===== src/rtl/fifo_wr_arbiter_if.sv =====
// Bundle of requester, FIFO write-port and status signals for fifo_wr_arbiter.
// master is the arbiter's view of the bundle; slave is the view of the requesters and FIFO.
interface fifo_wr_arbiter_if #(
    parameter int WIDTH = 8,
    parameter int NREQ  = 4
);
    logic [NREQ-1:0]       req_valid;
    logic [NREQ*WIDTH-1:0] req_data;
    logic [NREQ-1:0]       req_last;
    logic [NREQ-1:0]       req_ready;
    logic                  full_flag;
    logic                  wr_en;
    logic [WIDTH-1:0]      wr_data;
    logic [NREQ-1:0]       grant;
    logic                  pkt_done;

    modport master (
        input  req_valid, req_data, req_last, full_flag,
        output req_ready, wr_en, wr_data, grant, pkt_done
    );

    modport slave (
        output req_valid, req_data, req_last, full_flag,
        input  req_ready, wr_en, wr_data, grant, pkt_done
    );
endinterface


===== src/rtl/fifo_wr_arbiter.sv =====
// Round-robin, packet-atomic arbiter feeding the write port of a FIFO.
// A grant is held until the owner's last beat or MAX_BURST beats, then re-arbitrated.
module fifo_wr_arbiter #(
    parameter int WIDTH     = 8,
    parameter int NREQ      = 4,
    parameter int MAX_BURST = 16
) (
    input logic               clk,
    input logic               rst,
    fifo_wr_arbiter_if.master bus
);
    localparam int IW = $clog2(NREQ);
    localparam int CW = $clog2(MAX_BURST) + 1;

    typedef enum logic [0:0] {IDLE, BURST} state_t;

    state_t          r_state, w_state_next;
    logic [NREQ-1:0] r_grant, w_grant_next;
    logic [IW-1:0]   r_owner, w_owner_next;
    logic [IW-1:0]   r_last_idx, w_last_idx_next;
    logic [CW-1:0]   r_beat_cnt, w_beat_cnt_next;
    logic            r_pkt_done, w_pkt_done_next;

    logic            w_pick_any;
    logic [IW-1:0]   w_pick_idx;
    logic [IW-1:0]   w_cand;
    logic            w_accept;
    logic [NREQ-1:0] w_req_ready;

    // Descending search so the nearest valid requester after r_last_idx is the final assignment.
    always_comb begin
        w_pick_any = 1'b0;
        w_pick_idx = '0;
        w_cand     = '0;
        for (int k = NREQ; k >= 1; k--) begin
            w_cand = IW'((int'(r_last_idx) + k) % NREQ);
            if (bus.req_valid[w_cand]) begin
                w_pick_any = 1'b1;
                w_pick_idx = w_cand;
            end
        end
    end

    always_comb begin
        w_state_next    = r_state;
        w_grant_next    = r_grant;
        w_owner_next    = r_owner;
        w_last_idx_next = r_last_idx;
        w_beat_cnt_next = r_beat_cnt;
        w_pkt_done_next = 1'b0;
        w_accept        = 1'b0;
        w_req_ready     = '0;
        case (r_state)
            IDLE: begin
                if (w_pick_any) begin
                    w_state_next             = BURST;
                    w_grant_next             = '0;
                    w_grant_next[w_pick_idx] = 1'b1;
                    w_owner_next             = w_pick_idx;
                    w_beat_cnt_next          = '0;
                end
            end
            BURST: begin
                w_req_ready[r_owner] = ~bus.full_flag;
                w_accept             = bus.req_valid[r_owner] & ~bus.full_flag;
                if (w_accept) begin
                    if (bus.req_last[r_owner] || (r_beat_cnt == CW'(MAX_BURST - 1))) begin
                        w_state_next    = IDLE;
                        w_grant_next    = '0;
                        w_last_idx_next = r_owner;
                        w_beat_cnt_next = '0;
                        w_pkt_done_next = 1'b1;
                    end else begin
                        w_beat_cnt_next = r_beat_cnt + 1'b1;
                    end
                end
            end
            default: w_state_next = IDLE;
        endcase
    end

    always_ff @(posedge clk) begin
        if (rst) begin
            r_state    <= IDLE;
            r_grant    <= '0;
            r_owner    <= '0;
            r_last_idx <= IW'(NREQ - 1);
            r_beat_cnt <= '0;
            r_pkt_done <= 1'b0;
        end else begin
            r_state    <= w_state_next;
            r_grant    <= w_grant_next;
            r_owner    <= w_owner_next;
            r_last_idx <= w_last_idx_next;
            r_beat_cnt <= w_beat_cnt_next;
            r_pkt_done <= w_pkt_done_next;
        end
    end

    assign bus.wr_en     = w_accept;
    assign bus.wr_data   = bus.req_data[r_owner*WIDTH +: WIDTH];
    assign bus.req_ready = w_req_ready;
    assign bus.grant     = r_grant;
    assign bus.pkt_done  = r_pkt_done;
endmodule

===== src/flat_wrapper.sv =====
// flat-port wrapper written by rule: the top's interface ports become plain ports
module fifo_wr_arbiter_flat 
#(
    parameter int WIDTH     = 8,
    parameter int NREQ      = 4,
    parameter int MAX_BURST = 16
)
  (clk, rst, bus_req_valid, bus_req_data, bus_req_last, bus_full_flag, bus_req_ready, bus_wr_en, bus_wr_data, bus_grant, bus_pkt_done);
  fifo_wr_arbiter_if #(.WIDTH(WIDTH), .NREQ(NREQ)) bus_i ();
  input logic clk;
  input logic rst;
  input wire logic [$bits(bus_i.req_valid)-1:0] bus_req_valid;
  input wire logic [$bits(bus_i.req_data)-1:0] bus_req_data;
  input wire logic [$bits(bus_i.req_last)-1:0] bus_req_last;
  input wire logic [$bits(bus_i.full_flag)-1:0] bus_full_flag;
  output wire logic [$bits(bus_i.req_ready)-1:0] bus_req_ready;
  output wire logic [$bits(bus_i.wr_en)-1:0] bus_wr_en;
  output wire logic [$bits(bus_i.wr_data)-1:0] bus_wr_data;
  output wire logic [$bits(bus_i.grant)-1:0] bus_grant;
  output wire logic [$bits(bus_i.pkt_done)-1:0] bus_pkt_done;
  assign bus_i.req_valid = bus_req_valid;
  assign bus_i.req_data = bus_req_data;
  assign bus_i.req_last = bus_req_last;
  assign bus_i.full_flag = bus_full_flag;
  assign bus_req_ready = bus_i.req_ready;
  assign bus_wr_en = bus_i.wr_en;
  assign bus_wr_data = bus_i.wr_data;
  assign bus_grant = bus_i.grant;
  assign bus_pkt_done = bus_i.pkt_done;
  fifo_wr_arbiter #(.WIDTH(WIDTH), .NREQ(NREQ), .MAX_BURST(MAX_BURST)) u_core (.clk(clk), .rst(rst), .bus(bus_i));
endmodule

===== config.mk =====
export PLATFORM = sky130hd
export DESIGN_NAME = fifo_wr_arbiter_flat
export DESIGN_NICKNAME = d
export VERILOG_FILES = /design/src/rtl/fifo_wr_arbiter_if.sv /design/src/rtl/fifo_wr_arbiter.sv /design/src/flat_wrapper.sv
export SDC_FILE = /design/constraint.sdc
export NUM_CORES = 1
export LEC_CHECK = 0
export BUFFER_PORTS_ARGS = -buffer_cell sky130_fd_sc_hd__buf_2
export CAP_MARGIN = 20
export CORE_UTILIZATION = 47
export CTS_CLUSTER_SIZE = 30
export DETAILED_ROUTE_END_ITERATION = 8
export PLACE_DENSITY = 0.89
export SLEW_MARGIN = 25
export SYNTH_ARGS = -nofsm -noshare
export SYNTH_HDL_FRONTEND = slang
export SYNTH_SLANG_ARGS = --single-unit

===== constraint.sdc =====
create_clock -name clk -period 4.85 [get_ports clk]
set_input_delay 0.485 -clock clk [delete_from_list [all_inputs] [get_ports clk]]
set_output_delay 0.485 -clock clk [all_outputs]
set_load 0.1 [all_outputs]

==> results_dict.tcl <==
set metrics [dict create \
    path_buf_inv 2 \
    grt_setup_unrepaired "no" \
    cts_inserted_buffers 3 \
    outcome "completed" \
    first_iter_violations 44 \
    dp_hpwl_mm 2.39 \
    cp_slowest_cell "dfxtp_1" \
    final_common_cell "buf_2" \
    cp-startpoint "u_core.r_owner[0]" \
    antenna_found_initial 0 \
    max_freq_mhz 348 \
    synthesis.area_mm2 0.00107 \
    ff2ff_path_depth 5 \
    cts_sinks 15 \
    setup_tns_ns 0 \
    period_share_pct 59.2 \
    ctsRootBufferMaster "clkbuf_4" \
    relSlewSlack_pct 47.8 \
    yosys-top-cells-area "dfxtp_1, mux4_2, o32ai_1" \
    start_kind "register" \
    synth_seq_area_share_pct 28.1 \
    clockBufferDepth 2 \
    min_period_ns 2.87 \
    htree_levels 1 \
    cts.reportedPaths.clkPinSlew_ns 0.09 \
    synthCells 113 \
    grt.met1_usage_pct 27.9 \
    p_leak_nw 0.622 \
    cts_setup_buffers 0 \
    max_slew.worst_pin.slew_ns 0.781 \
    dr.pass1.iters 5 \
    initial_core_util_pct 52.4 \
    rows 16 \
    finalSetupViolCount 0 \
    critPathCaptureType "output port" \
    drc_errors 0 \
    arrival_ns 2.39 \
    wl_mm 2.95 \
    postLayoutCoreUtil_pct 67.8 \
    track_usage_pct 25.0 \
    drtAntennaViolNets 0 \
    hold_depth 2 \
    p_per_area_mw_per_mm2 289 \
    crit_path_max_fanout 16 \
    dp.cells 194 \
    r2r_slack_ns 2.55 \
    die_area_mm2 0.00247 \
    cts_tree "built" \
    ctsResizeCount 0 \
    grt_pass1_wl_mm 4.83 \
    path_class "register to output port" \
    placed_area_mm2 0.00135 \
    final_cell_mix "buf_2, dfxtp_1, nand2_1" \
    grt_busiest_layer "met2" \
    path_cells "mux2_1 -> a22oi_1 -> inv_1 -> buf_2" \
    wl_per_cell_um 14.8 \
    grt_start_max_net_pins 17 \
    ir_worst_vdd_uv 185 \
    worstHoldStart "u_core.r_beat_cnt[4]" \
    critical-path-max-stage-delay_ns 0.84 \
    synth.largest_area_cell "dfxtp_1" \
    timing.rr.end "u_core.r_beat_cnt[0]" \
    die_height_um 49.7 \
    timing.rr.start "u_core.r_owner[0]" \
    grt_pass1_vias 1123 \
    crit_cells 4 \
    synth.distinct_cells 40 \
    cts_hold_buf 0 \
    die_x_um 49.7 \
    drv_slew 0 \
    drive_gt1_share_pct 45.9 \
    num_io_pins 61 \
    final_cell_area_mm2 0.00139 \
    maxCapViolCount 0 \
    gr-usage-met2_pct 45.3 \
    antennaDiodeCount 0 \
    avgSynthCellArea_um2 9.47 \
    via_per_inst 5.88 \
    min_to "u_core.r_beat_cnt[4]" \
    clock_latency_ns 0.29 \
    stdcell_count 199 \
    fin_skew_ns 0.00287 \
    port_buffers 60 \
    grt_overflow 0 \
    synth_warnings 0 \
    syn_nets 158 \
    fin_nets 218 \
    finalHoldViolCount 0 \
    crit_family "flip-flops" \
    synth_seq_cells 15 \
    core_mm2 0.00204 \
    use_met3_pct 4.94 \
    cp.required_ns 4.37 \
    area_growth_pct 29.5 \
    hold_path.class "register to register" \
    gp_congestion 0.819 \
    via_count 1171 \
    synth_top_area_share_pct 28.1 \
]
-- report_power, final --
| part | switching, W | internal (W) |
|---|---|---|
| registers | 0.0000122 | 0.000129 |
| logic | 0.000135 | 0.0000511 |
| clock network | 0.0000407 | 0.0000320 |
| total | 0.000188 | 0.000212 |
-- worst max path at each step --
stage	endpoint	slack, ns
final	bus_wr_en	1.98
after global routing	bus_wr_en	1.79
after CTS	bus_wr_en	1.99
after detailed placement	bus_wr_en	2.30
after global placement	bus_wr_en	2.36
after floorplan	bus_req_ready[2]	2.26
-- per-stage QoR --
step / hold WS, ns / setup WS (ns) / power [W]
after floorplan: 0.429 / 2.26 / 0.000294
after global placement: 0.439 / 2.36 / 0.000325
after detailed placement: 0.454 / 2.30 / 0.000330
after CTS: 0.467 / 1.99 / 0.000400
after global routing: 0.499 / 1.79 / 0.000415
final: 0.469 / 1.98 / 0.000400
-- cells by family (layout without fill, tap and decap cells) --
kind of cell,after synthesis,count (layout),share of synthesized area (%)
compound gates,27,27,18.4
simple gates,43,43,22.3
flops,15,15,28.1
fa+ha+maj,2,2,2.34
buf+inv,13,72,7.13
mux,13,13,21.8
-- state kept, by name (all words and copies together) (netlist names) --
signal,flops
u_core.r_beat_cnt,5
u_core.bus.grant,4
u_core.r_last_idx,2
u_core.r_owner,2
u_core.bus.pkt_done,1
u_core.r_state,1
-- final cells by class --
cell class | count | area (um2)
Fill cell | 174 | 657
Sequential cell | 15 | 300
Timing Repair Buffer | 61 | 305
Clock buffer | 4 | 26.3
Tap cell | 27 | 33.8
Inverter | 7 | 26.3
Multi-Input combinational cell | 85 | 693
-- cell usage after synthesis --
library cell	n
nand4_1	1
nor3b_2	1
o21ai_0	3
ha_1	2
inv_1	6
nor2b_1	1
a31oi_1	3
nand3_1	7
nand2b_1	3
and3_1	1
nand2_1	10
a22o_1	1
mux4_2	8
nand3b_1	2
mux2_1	2
o21bai_1	1
nor3_1	1
o21ba_2	1
or4_4	1
or4_1	2
clkbuf_1	1
dfxtp_1	15
and3b_1	1
o22ai_1	1
and2_2	3
a211oi_1	1
mux2i_1	3
a21o_2	1
a21boi_0	1
buf_6	3
or3_1	2
o311ai_0	1
nor2_1	7
a22oi_1	2
clkinv_1	1
a222oi_1	1
a21oi_1	4
buf_4	1
o32ai_1	6
buf_2	1
-- tightest hold or removal path, delay by kind of cell, from the launching register on --
kind / cells / cell delay (ns)
DFF: 1 / 0.32
and+or+nand+nor: 1 / 0.05
AOI/OAI and AO/OA: 1 / 0.05
-- routing by layer --
layer	up-vias	share of wire, %
li1	558	-
met1	537	39
met2	73	51
met3	3	9.0
met4	0	0.75
met5	-	0
Note: power is estimated with default switching activity, not from simulation.
